`config.mk`:
```
export PLATFORM = sky130hd
export DESIGN_NAME = ex_mem_register
export DESIGN_NICKNAME = d
export VERILOG_FILES = /design/src/rtl/ex_mem_register.sv
export SDC_FILE = /design/constraint.sdc
export NUM_CORES = 1
export LEC_CHECK = 0
export ABC_AREA = 1
export CAP_MARGIN = 20
export CORE_MARGIN = 2
export CORE_UTILIZATION = 45
export CTS_CLUSTER_SIZE = 10
export DETAILED_ROUTE_END_ITERATION = 16
export DONT_BUFFER_PORTS = 1
export GPL_ROUTABILITY_DRIVEN = 0
export PLACE_DENSITY = 0.68
export SKIP_CTS_REPAIR_TIMING = 1
export SYNTH_ARGS = -nofsm -noshare
export SYNTH_HDL_FRONTEND = slang
export SYNTH_SLANG_ARGS = --single-unit
```
`constraint.sdc`:
```
create_clock -name clk -period 0.8 [get_ports clk]
set_clock_uncertainty 0.05 [all_clocks]
set_input_delay 0.16 -clock clk [delete_from_list [all_inputs] [get_ports clk]]
set_output_delay 0.16 -clock clk [all_outputs]
set_load 0.01 [all_outputs]
```
`src/rtl/ex_mem_register.sv`:
```
// ============================================================================
// Module   : ex_mem_register
// Brief    : EX/MEM pipeline stage; captures ALU results, resolves branches,
//            builds store lanes and flags misaligned memory accesses.
// Revision : 1.0 - initial release
// ============================================================================
`default_nettype none

module ex_mem_register #(
  parameter int WIDTH = 32,
  parameter int REGW  = 5
) (
  input  logic             clk,
  input  logic             rst_n,
  input  logic             i_stall,
  input  logic             i_flush,
  input  logic [WIDTH-1:0] i_alu_result,
  input  logic             i_zero,
  input  logic [WIDTH-1:0] i_reg_b,
  input  logic [WIDTH-1:0] i_branch_target,
  input  logic [REGW-1:0]  i_write_reg,
  input  logic             i_reg_write,
  input  logic             i_mem_read,
  input  logic             i_mem_write,
  input  logic             i_mem_to_reg,
  input  logic             i_branch,
  input  logic [1:0]       i_mem_size,
  output logic             o_valid,
  output logic [WIDTH-1:0] o_addr,
  output logic [WIDTH-1:0] o_store_data,
  output logic [3:0]       o_byte_en,
  output logic [REGW-1:0]  o_write_reg,
  output logic             o_reg_write,
  output logic             o_mem_read,
  output logic             o_mem_write,
  output logic             o_mem_to_reg,
  output logic             o_branch_taken,
  output logic [WIDTH-1:0] o_branch_target,
  output logic             o_align_err
);

  localparam logic [1:0] c_SIZE_HALF = 2'b01;
  localparam logic [1:0] c_SIZE_BYTE = 2'b10;

  typedef enum logic {
    EMPTY = 1'b0,
    FULL  = 1'b1
  } state_t;

  state_t             r_state;
  state_t             w_state_next;
  logic               w_mis_raw;
  logic               w_mis;
  logic               w_wr_ok;
  logic [WIDTH-1:0]   w_store_data;
  logic [3:0]         w_lane_en;

  logic [WIDTH-1:0]   r_addr;
  logic [WIDTH-1:0]   r_store_data;
  logic [3:0]         r_byte_en;
  logic [REGW-1:0]    r_write_reg;
  logic               r_reg_write;
  logic               r_mem_read;
  logic               r_mem_write;
  logic               r_mem_to_reg;
  logic               r_branch_taken;
  logic [WIDTH-1:0]   r_branch_target;
  logic               r_align_err;

  // Size decode: code 11 falls into the word path alongside 00.
  always_comb begin
    w_mis_raw    = 1'b0;
    w_store_data = i_reg_b;
    w_lane_en    = 4'b1111;
    case (i_mem_size)
      c_SIZE_HALF: begin
        w_mis_raw    = i_alu_result[0];
        w_store_data = {2{i_reg_b[15:0]}};
        w_lane_en    = i_alu_result[1] ? 4'b1100 : 4'b0011;
      end
      c_SIZE_BYTE: begin
        w_mis_raw    = 1'b0;
        w_store_data = {4{i_reg_b[7:0]}};
        w_lane_en    = 4'b0001 << i_alu_result[1:0];
      end
      default: begin
        w_mis_raw    = |i_alu_result[1:0];
        w_store_data = i_reg_b;
        w_lane_en    = 4'b1111;
      end
    endcase
    w_mis   = w_mis_raw & (i_mem_read | i_mem_write);
    w_wr_ok = i_mem_write & ~w_mis;
  end

  always_comb begin
    w_state_next = r_state;
    if (i_flush) begin
      w_state_next = EMPTY;
    end else if (!i_stall) begin
      w_state_next = FULL;
    end
  end

  // Flush has priority over stall so the hazard unit can always squash.
  always_ff @(posedge clk or negedge rst_n) begin
    if (!rst_n) begin
      r_state         <= EMPTY;
      r_addr          <= '0;
      r_store_data    <= '0;
      r_byte_en       <= 4'b0000;
      r_write_reg     <= '0;
      r_reg_write     <= 1'b0;
      r_mem_read      <= 1'b0;
      r_mem_write     <= 1'b0;
      r_mem_to_reg    <= 1'b0;
      r_branch_taken  <= 1'b0;
      r_branch_target <= '0;
      r_align_err     <= 1'b0;
    end else begin
      r_state <= w_state_next;
      if (i_flush) begin
        r_addr          <= '0;
        r_store_data    <= '0;
        r_byte_en       <= 4'b0000;
        r_write_reg     <= '0;
        r_reg_write     <= 1'b0;
        r_mem_read      <= 1'b0;
        r_mem_write     <= 1'b0;
        r_mem_to_reg    <= 1'b0;
        r_branch_taken  <= 1'b0;
        r_branch_target <= '0;
        r_align_err     <= 1'b0;
      end else if (!i_stall) begin
        r_addr          <= i_alu_result;
        r_store_data    <= w_store_data;
        r_byte_en       <= w_wr_ok ? w_lane_en : 4'b0000;
        r_write_reg     <= i_write_reg;
        r_reg_write     <= i_reg_write & ~(w_mis & i_mem_read);
        r_mem_read      <= i_mem_read & ~w_mis;
        r_mem_write     <= w_wr_ok;
        r_mem_to_reg    <= i_mem_to_reg;
        r_branch_taken  <= i_branch & i_zero;
        r_branch_target <= i_branch_target;
        r_align_err     <= w_mis;
      end
    end
  end

  assign o_valid         = (r_state == FULL);
  assign o_addr          = r_addr;
  assign o_store_data    = r_store_data;
  assign o_byte_en       = r_byte_en;
  assign o_write_reg     = r_write_reg;
  assign o_reg_write     = r_reg_write;
  assign o_mem_read      = r_mem_read;
  assign o_mem_write     = r_mem_write;
  assign o_mem_to_reg    = r_mem_to_reg;
  assign o_branch_taken  = r_branch_taken;
  assign o_branch_target = r_branch_target;
  assign o_align_err     = r_align_err;

endmodule

`default_nettype wire

```
==> flow_results.org <==
** Final layout
- Net count of the finished layout :: 749
- Summing all multi-input logic gate instances after layout gives 1520 um^2.
- The layout has 643 filler cells.
- Register cell area after layout :: 2800 um^2
- The area growth from synthesis to layout is 60.5%.
- In the final layout, the share of cells above drive strength 1 is 0.265.
- Measured on the finished design, the core utilization comes to 0.742.
- Non-Filler Cell Area, Final :: 7220 um^2
- Antenna Diode Count :: 0

** Timing
- Worst-margin pin slew :: 0.390 ns
- Final critical path time including I/O delays and setup :: 1.18 ns
- Across all setup checks in the final design, the least slack found is -0.375 ns.
- Total count of max-transition violations in the final report :: 0
- Hold Slack :: -0.587 ns
- Based on the critical path, the design can be clocked at up to 851 MHz.
- Slew headroom :: 0.740
- Setup repair after global routing missed its margin :: true
- Portion of the clock cycle consumed by the worst path in the final layout :: 1.47
- Total negative setup slack :: -35.47 ns
- Setup violations remaining at the end of the flow were counted as 146.
- The total count of hold-check failures in the final report came to 120.

** Global routing
- The first global-routing pass estimated 18.4 mm of wire.
- Entering global routing, the biggest net connects 113 pins.
- For this run, the total global-route usage over all layers was measured as 0.217.
- Number of antenna violations at the first check in global routing :: 0
- The number of global-route vias before repair was 3480.
- After global routing the overflow that remains totals 0.

** Worst hold path
- Worst hold path type :: input port to async pin

** Die
- Horizontal die dimension :: 104 um
- In this run the vertical extent of the chip is 104 um.
- Site Rows :: 36
- The die covers 10800 um^2.
- Initial Util :: 0.462
- For this design the top-level I/O count stands at 225.
- Core ar. :: 9730 um^2

** Clock tree
- Largest buffer count on any clock path :: 2
- Clock tree synthesis found a total of 112 sinks.
- The cell sitting at the root of the clock tree is a clkbuf_8.
- In this run the number of H-tree levels came out at 3.
- Clock buffer count from CTS :: 9
- Clock insertion delay at the later pin of the skew report :: 0.37 ns
- TritonCTS built the clock tree.
- Clock-pin slew was measured on the worst setup and hold paths at 0.12 ns.

** Synth
- After synthesis the cells add up to 4500 um^2.
- Most frequently used cell type in the post-synthesis netlist :: dfrtp_1
- Number of enable flip-flop cells after synthesis :: 0
- Seq/Total Area, Yosys :: 0.623
- Gate count after technology mapping :: 413
- Sorting the synthesized cells by how often they occur yields dfrtp_1, nand2_1, a22o_1.
- The synthesized netlist contains 18 unique library cells.
- Post-synthesis cell type with the largest combined area :: dfrtp_1
- Synthesized netlist net count :: 529
- Mapped Avg Cell Area :: 10.9 um^2
- Most frequently used flop master after synthesis :: dfrtp_1
- Proportion of synthesized flip-flops having asynchronous set or reset :: 1.00
- Total number of yosys warnings :: 0
- The share of synthesized area in the top cell type comes to 0.623.
- In the post-synthesis netlist, the biggest area contributors are dfrtp_1, a22o_1, nand2_1.
- In this run, synthesis produced a sequential element count of 112.

** Critical path
- Max FO, Critical Path :: 2
- Kind of capture point of the worst setup path :: primary output
- In this run the number of cells on the critical path is 1.
- Data arrival time of the critical path :: 0.97 ns
- Last element of the critical path :: o_branch_target[7]
- The critical path goes through buf_6.
- Number of cells traversed by the worst register-to-register path :: 2
- The largest individual stage delay along the critical path comes from the cell dfrtp_1.
- The setup check on the worst reg-to-reg path leaves a slack of -0.13 ns.
- Crit Reg-Reg Startpoint :: o_branch_target[11]
- The largest single stage delay on the critical path is 0.44 ns.
- The number of buffers and inverters on the critical path is 1.
- Crit path required time :: 0.59 ns
- Reg-to-reg endpoint :: o_branch_target[11]
- Setup CP Type :: flop to primary output
- STA classifies the critical path startpoint as a flop.
- The critical path starts at o_branch_target[7].
- The kind of cell with the highest combined delay along the critical path is flip-flops.

** Power and ir drop
- Power density relative to cell area :: 1730 nW/um^2
- Power comes to 12.5 mW.
- In this run the static leakage power is 3.54 nW.
- VDD sags by at most 0.000997 V.

** Detailed routing
- After detailed routing, the number of remaining DRC violations is 0.
- Dividing the detail-routed wire length by the instance count gives 20.2 um.
- Number of vias in the routed layout :: 4206
- Vias per inst :: 5.46
- Pre-antenna DRT Iters :: 4
- In this run, the number of DRC markers left after iteration 0 of detailed routing was 197.
- After detailed routing, the total wire length is 15.6 mm.
- The count of nets left with antenna violations once routing finished came out at 0.

** Placed design
- Instance area after placement :: 5390 um^2
- Detailed placement finished with a half-perimeter wire length of 8.58 mm.
- Timing analysis after detailed placement gives a worst setup slack of -0.460 ns.
- In this run the tool buffered the top-level ports with 0 buffer cells.

** Flow run
- Max-cap violations in this run came to 0.

** Outcome
- Status :: finished, violations left
- Violations in the final reports :: negative hold slack, negative setup slack
==> per-layer routing <==
| layer | track usage | vias to the layer above | share of wire |
|---|---|---|---|
| li1 | - | 1866 | - |
| met1 | 0.257 | 2091 | 0.39 |
| met2 | 0.361 | 218 | 0.51 |
| met3 | 0.0721 | 31 | 0.081 |
| met4 | 0.0907 | 0 | 0.023 |
| met5 | 0 | - | 0 |
==> layout by cell type, fill, tap and decap left out, drive strengths merged <==
| cell type | count |
|---|---|
| a22o | 68 |
| o211ai | 14 |
| clkinv | 3 |
| buf | 134 |
| ha | 3 |
| nand3 | 15 |
| nor2 | 22 |
| dfrtp | 112 |
| a21oi | 3 |
| nand2 | 99 |
| o21ai | 31 |
| dlygate4sd3 | 104 |
| bufinv | 2 |
| inv | 18 |
| clkbuf | 9 |
| clkinvlp | 1 |
==> where the power goes <==
part / switching, mW / total, mW / internal (mW)
Combinational: 0.974 / 2.30 / 1.32
Sequential: 0.344 / 6.34 / 6.00
Clock: 2.05 / 3.85 / 1.81
Total: 3.36 / 12.5 / 9.12
==> final cells by class <==
class,count,share of cell area
Tap cell,133,0.0231
Inverter,17,0.0135
Multi-Input combinational cell,255,0.211
Sequential cell,112,0.388
Timing Repair Buffer,238,0.333
Clock inverter,7,0.0140
Clock buffer,9,0.0172
==> kinds of logic after synthesis <==
logic type	after synthesis	synth area share
and+or+nand+nor	136	0.119
AOI/OAI and AO/OA	116	0.194
DFF	112	0.623
buffers and inverters	46	0.0545
adders and majority gates	3	0.00835
==> metrics by stage <==
stage / cells / hold WS [ns]
final: 771 / -0.587
after global placement: 619 / -0.182
after floorplan: 413 / -0.186
after CTS: 635 / -0.601
after global routing: 771 / -0.617
after detailed placement: 619 / -0.182
==> worst min path at each step <==
stage | start | end
floorplan | rst_n | o_addr[0]
global placement | rst_n | o_addr[11]
detailed placement | rst_n | o_addr[4]
CTS | rst_n | o_store_data[1]
global route | rst_n | o_addr[15]
finish | rst_n | o_addr[5]
No activity file was read; power rests on OpenSTA's default activity.
==> RTL edit (config.mk and constraints unchanged) <==
The parameter `REGW` goes from 5 to 10.
--- a/src/rtl/ex_mem_register.sv
+++ b/src/rtl/ex_mem_register.sv
@@ -8,7 +8,7 @@
 
 module ex_mem_register #(
   parameter int WIDTH = 32,
-  parameter int REGW  = 5
+  parameter int REGW  = 10
 ) (
   input  logic             clk,
   input  logic             rst_n,
Interface: changed (resized i_write_reg and o_write_reg); port bits go from 225 to 235. No check against the original RTL was run, so the function may have changed too.
==> RTL edit against the unedited design <==
The run still ends with negative hold slack, negative setup slack left. Area after synthesis increased by 3.8%. Setup slack got worse by 0.095 ns. Register-to-register slack improved by 0.02 ns. Routed wire length increased by 6.8%. Design area increased by 9.3%. Sequential cell count increased by 5. Critical path depth unchanged. Non-clock buffer count increased by 13. Total power increased by 27%.
==> RTL edit: results (changes against the unedited design) <==
Worst EP arrival - 1.06 ns (+0.09 ns)
share of layout cells above drive strength 1 - 27.92% (+1.4 points)
R2R Path Start - o_addr[26]
worst path setup slack after routing - -0.4702 ns (-0.09508 ns)
final net count - 785 (+4.8%)
P_leak - 3.853 nW (+8.9%)
clock network latency to the later pin of the worst-skew pair - 0.49 ns (+0.12 ns)
worst setup path endpoint - o_addr[17]
final-report hold violation count - 127 (+5.8%)
number of placed instances with taps included - 632 (+2.1%)
number of antenna violations at the first check in global routing - 0 (unchanged)
depth of the CTS H-tree - 4 (+1)
max incr delay on CP - 0.42 ns (-0.02 ns)
most instantiated flip-flop cell in the synthesis netlist - sky130_fd_sc_hd__dfrtp_1
final-layout worst hold slack - -0.6973 ns (-0.1104 ns)
failing checks - negative hold slack, negative setup slack
vias in the first global route - 3754 (+7.9%)
outcome - complete, but fails checks
R2R Path End - o_addr[26]
starting DRC count in detailed routing - 320 (+62%)
Mapped Nets - 545 (+3.0%)
largest net degree at the start of global routing - 118 (+4.4%)
share of flip-flops with an asynchronous set or reset after synthesis - 100.0% (unchanged)
Detail Placement HPWL - 9.096 mm (+6.0%)
list of most frequent post-synthesis cells - sky130_fd_sc_hd__dfrtp_1, sky130_fd_sc_hd__nand2_1, sky130_fd_sc_hd__a22o_1
sum of routed wire length over all layers - 16.64 mm (+6.8%)
Num CTS Buffers - 17 (+8)
start point of the critical path - o_addr[17]
Root Buffer Master - sky130_fd_sc_hd__clkbuf_8
most area-consuming cells after synthesis - sky130_fd_sc_hd__dfrtp_1, sky130_fd_sc_hd__a22o_1, sky130_fd_sc_hd__nand2_1
Reg2Reg Setup Slack - -0.11 ns (+0.02 ns)
mean instance size in the synthesized netlist - 11.01 um2 (+1.1%)
clock transition at the registers of the reported paths - 0.05 ns (-0.07 ns)
number of search-and-repair iterations in the first detailed-routing pass - 7 (+3)
wire length of the first global-routing pass - 19.89 mm (+8.0%)
final-layout setup total negative slack - -51.50 ns (-16.03 ns)
switching share of power - 25.24% (-1.7 points)
GRT Overall Usage - 23.31% (+1.7 points)
Least-Margin Pin Slew - 0.4404 ns (+0.05036 ns)
part of the Yosys area used for sequential elements - 62.73% (+0.41 points)
post-route non-filler standard cell count - 813 (+5.4%)
VDD IR-drop max - 0.001401 V (+40%)
via total after detailed routing - 4471 (+6.3%)
Final setup violation count - 167 (+14%)
[RTL edit: metrics by stage]
step	hold WS [ns]	setup slack [ns]	util, %	area [um2]
after global placement	-0.1826	-0.3766	55.52	5654
final	-0.6973	-0.4702	77.44	7888
after detailed placement	-0.1831	-0.4032	55.52	5654
after global routing	-0.7272	-0.5092	77.44	7888
after floorplan	-0.1856	-0.2931	-	4827
after CTS	-0.7186	-0.4838	60.68	6180
[RTL edit: routing by layer]
| metal | wire length, um | global-route usage [%] | vias up |
|---|---|---|---|
| li1 | - | - | 1953 |
| met1 | 6265 | 27.41 | 2228 |
| met2 | 8663 | 38.43 | 258 |
| met3 | 1312 | 9.709 | 32 |
| met4 | 398 | 8.365 | 0 |
| met5 | 0 | 0 | - |
[RTL edit: layout make-up]
| cell class | count | area, um2 |
|---|---|---|
| Multi-Input combinational cell | 260 | 1567 |
| Tap cell | 136 | 170.2 |
| Timing Repair Buffer | 251 | 2611 |
| Clock inverter | 10 | 82.58 |
| Fill cell | 606 | 2297 |
| Inverter | 17 | 85.08 |
| Clock buffer | 22 | 442.9 |
| Sequential cell | 117 | 2929 |
[RTL edit: power groups by stage]
| stage | clock network (W) | registers (W) | logic (W) |
|---|---|---|---|
| final | 0.00675 | 0.00665 | 0.00241 |
| after CTS | 0.00677 | 0.00657 | 0.00156 |
| after global placement | 0 | 0.00666 | 0.00152 |
| after global routing | 0.00711 | 0.00667 | 0.00256 |
| after detailed placement | 0 | 0.00667 | 0.00155 |
| after floorplan | 0 | 0.00673 | 0.000816 |
[RTL edit: kinds of logic after synthesis]
| group | after synthesis | share of synthesized area [%] |
|---|---|---|
| simple gates | 136 | 11.39 |
| compound gates | 121 | 19.68 |
| flops | 117 | 62.73 |
| buf+inv | 47 | 5.389 |
| fa+ha+maj | 3 | 0.8044 |
